File: src/rtl/port_arbiter.sv
// rtl/port_arbiter.sv - two-requester round-robin arbiter for a shared ports block
module port_arbiter #(
  parameter int WORD_WIDTH = 16,
  parameter int PRIO_RESET = 0
) (
  input  logic                  clk,
  input  logic                  do_reset_n,
  input  logic                  req0,
  input  logic                  req1,
  input  logic                  we0,
  input  logic                  we1,
  input  logic [WORD_WIDTH-1:0] addr0,
  input  logic [WORD_WIDTH-1:0] addr1,
  input  logic [WORD_WIDTH-1:0] wdata0,
  input  logic [WORD_WIDTH-1:0] wdata1,
  output logic                  gnt0,
  output logic                  gnt1,
  output logic                  done0,
  output logic                  done1,
  output logic [WORD_WIDTH-1:0] rdata,
  output logic [WORD_WIDTH-1:0] portaddr,
  output logic [WORD_WIDTH-1:0] portval,
  output logic                  portget,
  output logic                  portset,
  input  logic [WORD_WIDTH-1:0] portout
);

  typedef enum logic [1:0] {
    IDLE    = 2'd0,
    ISSUE   = 2'd1,
    CAPTURE = 2'd2
  } state_t;

  // Pointer value that makes the PRIO_RESET requester win the first tie.
  localparam logic LAST_RST = (PRIO_RESET != 0) ? 1'b0 : 1'b1;

  state_t                state_q, state_d;
  logic                  last_q, last_d;    // requester granted most recently
  logic                  owner_q, owner_d;  // requester owning the access in flight
  logic                  we_q, we_d;
  logic [WORD_WIDTH-1:0] addr_q, addr_d;
  logic [WORD_WIDTH-1:0] wdata_q, wdata_d;
  logic [WORD_WIDTH-1:0] rdata_q, rdata_d;
  logic                  pick;

  // Next-state, arbitration and strobe decode; every output defaults low.
  always_comb begin
    state_d = state_q;
    last_d  = last_q;
    owner_d = owner_q;
    we_d    = we_q;
    addr_d  = addr_q;
    wdata_d = wdata_q;
    rdata_d = rdata_q;
    pick    = 1'b0;
    gnt0    = 1'b0;
    gnt1    = 1'b0;
    done0   = 1'b0;
    done1   = 1'b0;
    portget = 1'b0;
    portset = 1'b0;
    case (state_q)
      IDLE: begin
        if (req0 || req1) begin
          // Tie goes to the requester not served last; otherwise the lone requester.
          pick    = (req0 && req1) ? ~last_q : req1;
          // Gate with reset so a held req cannot show a grant while in reset.
          gnt0    = ~pick & do_reset_n;
          gnt1    = pick & do_reset_n;
          owner_d = pick;
          last_d  = pick;
          we_d    = pick ? we1 : we0;
          addr_d  = pick ? addr1 : addr0;
          wdata_d = pick ? wdata1 : wdata0;
          state_d = ISSUE;
        end
      end
      ISSUE: begin
        portset = we_q;
        portget = ~we_q;
        // The ports block answers within the strobe cycle; rdata is then
        // stable for the whole CAPTURE cycle in which done pulses.
        if (!we_q) begin
          rdata_d = portout;
        end
        state_d = CAPTURE;
      end
      CAPTURE: begin
        done0   = ~owner_q;
        done1   = owner_q;
        state_d = IDLE;
      end
      default: begin
        state_d = IDLE;
      end
    endcase
  end

  // State and latched-request registers; reset aborts any access in flight.
  always_ff @(posedge clk or negedge do_reset_n) begin
    if (!do_reset_n) begin
      state_q <= IDLE;
      last_q  <= LAST_RST;
      owner_q <= 1'b0;
      we_q    <= 1'b0;
      addr_q  <= '0;
      wdata_q <= '0;
      rdata_q <= '0;
    end else begin
      state_q <= state_d;
      last_q  <= last_d;
      owner_q <= owner_d;
      we_q    <= we_d;
      addr_q  <= addr_d;
      wdata_q <= wdata_d;
      rdata_q <= rdata_d;
    end
  end

  assign portaddr = addr_q;
  assign portval  = wdata_q;
  assign rdata    = rdata_q;

endmodule

File: config.mk
export PLATFORM = sky130hd
export DESIGN_NAME = port_arbiter
export DESIGN_NICKNAME = d
export VERILOG_FILES = /design/src/rtl/port_arbiter.sv
export SDC_FILE = /design/constraint.sdc
export NUM_CORES = 1
export LEC_CHECK = 0
export CAP_MARGIN = 20
export CORE_ASPECT_RATIO = 0.6
export CORE_MARGIN = 5
export CORE_UTILIZATION = 43
export DETAILED_ROUTE_END_ITERATION = 8
export PLACE_DENSITY_LB_ADDON = 0.08
export SLEW_MARGIN = 0
export SYNTH_ARGS = -nofsm -noshare
export SYNTH_HDL_FRONTEND = slang
export SYNTH_SLANG_ARGS = --single-unit
export TNS_END_PERCENT = 10
File: constraint.sdc
create_clock -name clk -period 4.3 [get_ports clk]
set_input_delay 1.29 -clock clk [delete_from_list [all_inputs] [get_ports clk]]
set_output_delay 1.29 -clock clk [all_outputs]
set_load 0.01 [all_outputs]
# Yosys cells after proc, flatten, opt, wreduce, memory -nomap -nowiden
# Cells that the tools add are included.
# word_totals
ff_bits,53
in_bits,86
elab_cells,35
# op_classes
n_eq_ne,3
mux,14
bitwise,6
reduce_logical,5
# ops
op,count
$mux W16,2
$mux W1,10
$not A1 Y1,4
$pmux W2 S2,1
$reduce_and A2 Y1,2
$and A1 B1 Y1,2
$eq A2 B1 Y1 const B,1
$eq A2 B2 Y1 const B,1
$logic_not A2 Y1,1
$mux W2,1
$ne A2 B2 Y1 const B,1
$logic_and A1 B1 Y1,1
$logic_or A1 B1 Y1,1

# Depth between registers and ports, before layout
# depth
depth_word,6
ltp_mapped,5

# Least setup slack after synthesis
# OpenSTA, ideal clock, no wires.
# synth_path
path_kind,input port to output port
start,in req1
end,out gnt1
arrival_ns,2.241
slack_ns,0.769
cell_stages,4
cell_sequence,a21bo_1 -> buf_6 -> buf_6 -> nor4b_1
# synth_via
elab_chain_cells,5
elab_cells_between_ends,6
cone_classes,mux: 3; bitwise: 1; reduce/logical: 2
# synth_rtl
item,line_no,text
"start, declared",9,"input logic req1,"
$logic_and A1 B1 Y1,66,pick = (req0 && req1) ? ~last_q : req1;
$mux W1,66,
$and A1 B1 Y1,69,gnt1 = pick & do_reset_n;
$mux W1 (*),64,if (req0 || req1) begin
$mux W1 (*),62,case (state_q)
"end, declared",17,"output logic gnt1,"
# Mark *: on every way between the ends. The rest lies on a longest branch, timed or not.

# Final worst setup path
# Same ends and word-level chain as after synthesis.

==> impl_metrics.py <==
metrics = {
    "routing": {
        "finalWirelength_um": 6380,
        "routed_via_density": 4.61,
        "firstDrtPassIters": 4,
        "vias": 1772,
        "ant_nets": 0,
        "drc": 0,
        "drt-initial-drc-count": 59,
        "wl_per_cell_um": 16.6,
    },
    "synth": {
        "ys_async_sr_fraction_pct": 100,
        "ys_ff_latch": 53,
        "synth_mux_area_share_pct": 42.4,
        "synth-edff-count": 0,
        "yosysMostFrequentCell": "mux2_4",
        "synthXorXnorAreaFrac_pct": 0,
        "synthAdderAreaFrac_pct": 0,
        "synth_cell_type_count": 22,
        "syn_nets": 245,
        "ys_top_cells_by_count": "54 x mux2_4, 52 x dfrtp_1, 24 x mux2_2, 5 x buf_4, 4 x mux2_1",
        "synth_top_area_share_pct": 49.0,
        "synthesis.area_sq_um": 2660,
        "synth_seq_area_share_pct": 50.0,
        "synth_top_family_by_area": "multiplexers",
        "synth-compound-area-share_pct": 1.41,
        "synth_flop_cell": "dfrtp_1",
        "synth_area_per_cell_sq_um": 16.7,
        "postSynthCellCount": 159,
        "yosys.area_share.simple_pct": 2.07,
        "synth_top_area_cell": "dfrtp_1",
        "synth_top_cells_by_area": "dfrtp_1 49%, mux2_4 31%, mux2_2 10%",
        "yosys_warnings": 0,
    },
    "worst_hold_path": {
        "hold_depth": 1,
        "hold_path_end": "rdata[11]",
        "hp-class": "register to register",
        "hold_path.startpoint": "rdata[11]",
    },
    "pwr": {
        "power_mw": 2.76,
        "vdd_drop_max_mv": 0.344,
        "power_density_nw_per_um2": 656,
        "leakagePower_nw": 1.84,
    },
    "sta": {
        "drv_slew": 0,
        "timing.hold.ws_ns": 0.507,
        "tns_ns": 0,
        "worst_slack_ns": 0.108,
        "finalCritPeriodShare_pct": 97.5,
        "period_needed_ns": 4.19,
        "worstMarginPinSlew_ns": 0.643,
        "setup_viol": 0,
        "fmax_ghz": 0.239,
        "skew_ns": 0.00878,
        "slew_headroom_pct": 57.1,
        "final_hold_viol_count": 0,
        "rsz0062_at_grt": "no",
    },
    "worst_setup_path": {
        "worstSetupPathType": "input pin to output pin",
        "worstPathArrival_ns": 2.90,
        "r2r-end": "portval[7]",
        "required_ns": 3.01,
        "reg2reg_depth": 4,
        "startpoint_type": "input pin",
        "cp_max_fo": 3,
        "r2r-start": "last_q",
        "end_kind": "output pin",
        "rrSetupSlack_ns": 2.31,
    },
    "floorplan": {
        "rows": 22,
        "start_util_pct": 43.8,
        "boundaryPins": 140,
        "die_y_um": 70.9,
        "coreArea_sq_um": 6060,
        "die_area_sq_um": 7900,
        "die_x_um": 111,
    },
    "clocking": {
        "htree_levels": 2,
        "ctsHoldBuffers": 0,
        "cts_tree": "done",
        "clock_latency_ns": 0.30,
        "post-cts-setup-buffers": 0,
        "clk_path_buf_depth": 2,
        "path_clk_slew_ns": 0.09,
        "cts_resized": 0,
        "cts_inserted_buffers": 5,
        "cts-root-buf": "clkbuf_8",
        "cts_num_sinks": 53,
    },
    "grt": {
        "grt_overflow_total": 0,
        "grt_max_degree": 53,
        "grt_pass1_wl_um": 10100,
        "antenna_found_initial": 0,
        "grt_pass1_vias": 1892,
        "track_usage_pct": 16.0,
    },
    "final_layout": {
        "fillers": 443,
        "areaGrowthSynthToFinish_pct": 58.4,
        "nets": 385,
        "final_cells": 384,
        "postLayoutCellArea_sq_um": 4210,
        "fin_util_pct": 69.5,
        "drive_gt1_share_pct": 31.7,
        "antennaDiodeCount": 0,
    },
    "placed_design": {
        "place.gp.congestion": 0.741,
        "dp.cells": 376,
        "place_area_sq_um": 4070,
        "dp_hpwl_um": 4780,
        "post-place-ws_ns": 0.108,
        "port_buffers": 139,
    },
    "outcome": {
        "outcome": "complete, no violations",
    },
    "run": {
        "cap_violations": 0,
    },
}
==> layer usage <==
layer	wire, um	global-route usage, %	vias up
li1	-	-	849
met1	3030	21.4	844
met4	44	3.64	0
met2	2750	24.1	74
met3	550	7.18	5
met5	0	0	-
==> critical path: stages <==
cell and delay [ns]:
clkdlybuf4s50_1 0.50, a21bo_2 0.25, nor4b_1 0.28, clkdlybuf4s50_1 0.59
==> power breakdown <==
part | leakage [nW] | internal [mW] | switching, mW
logic | 1.15 | 0.953 | 0.511
registers | 0.621 | 0.761 | 0.142
clock network | 0.0681 | 0.231 | 0.163
==> logic make-up after synthesis <==
logic type             after synthesis
muxes                               82
DFF                                 53
and+or+nand+nor                      8
buffers and inverters               11
AOI/OAI and AO/OA                    5
==> placed cells by master, fill, tap and decap left out, types with 2 or more instances in the layout <==
cell type,instances
clkdlybuf4s50_1,138
clkbuf_8,5
dfrtp_1,52
bufinv_16,2
buf_4,4
mux2_1,4
mux2_4,54
mux2_2,24
nor3b_1,2
==> final cells by class <==
cell class | instances | area (sq um) | area share [%]
Clock buffer | 5 | 68.8 | 1.64
Clock inverter | 3 | 65.1 | 1.55
Inverter | 1 | 3.75 | 0.0892
Multi-Input combinational cell | 95 | 1220 | 29.0
Sequential cell | 53 | 1330 | 31.6
Tap cell | 84 | 105 | 2.50
Timing Repair Buffer | 143 | 1420 | 33.7
==> worst max path at each step <==
stage               from   end  slack [ns]  depth (start not counted)
finish              req1  gnt1        0.11                          4
global route        req1  gnt1        0.08                          4
CTS                 req1  gnt1        0.10                          4
detailed placement  req1  gnt1        0.11                          4
global placement    req1  gnt1        0.11                          4
floorplan           req1  gnt1        0.77                          4
==> registers in the layout (all words and copies together), names as in the netlist <==
| signal | cells |
|---|---|
| rdata | 16 |
| we_q | 1 |
| last_q | 1 |
| owner_q | 1 |
| portaddr | 16 |
| portval | 16 |
| state_q | 2 |
(Power assumes the default switching activity.)
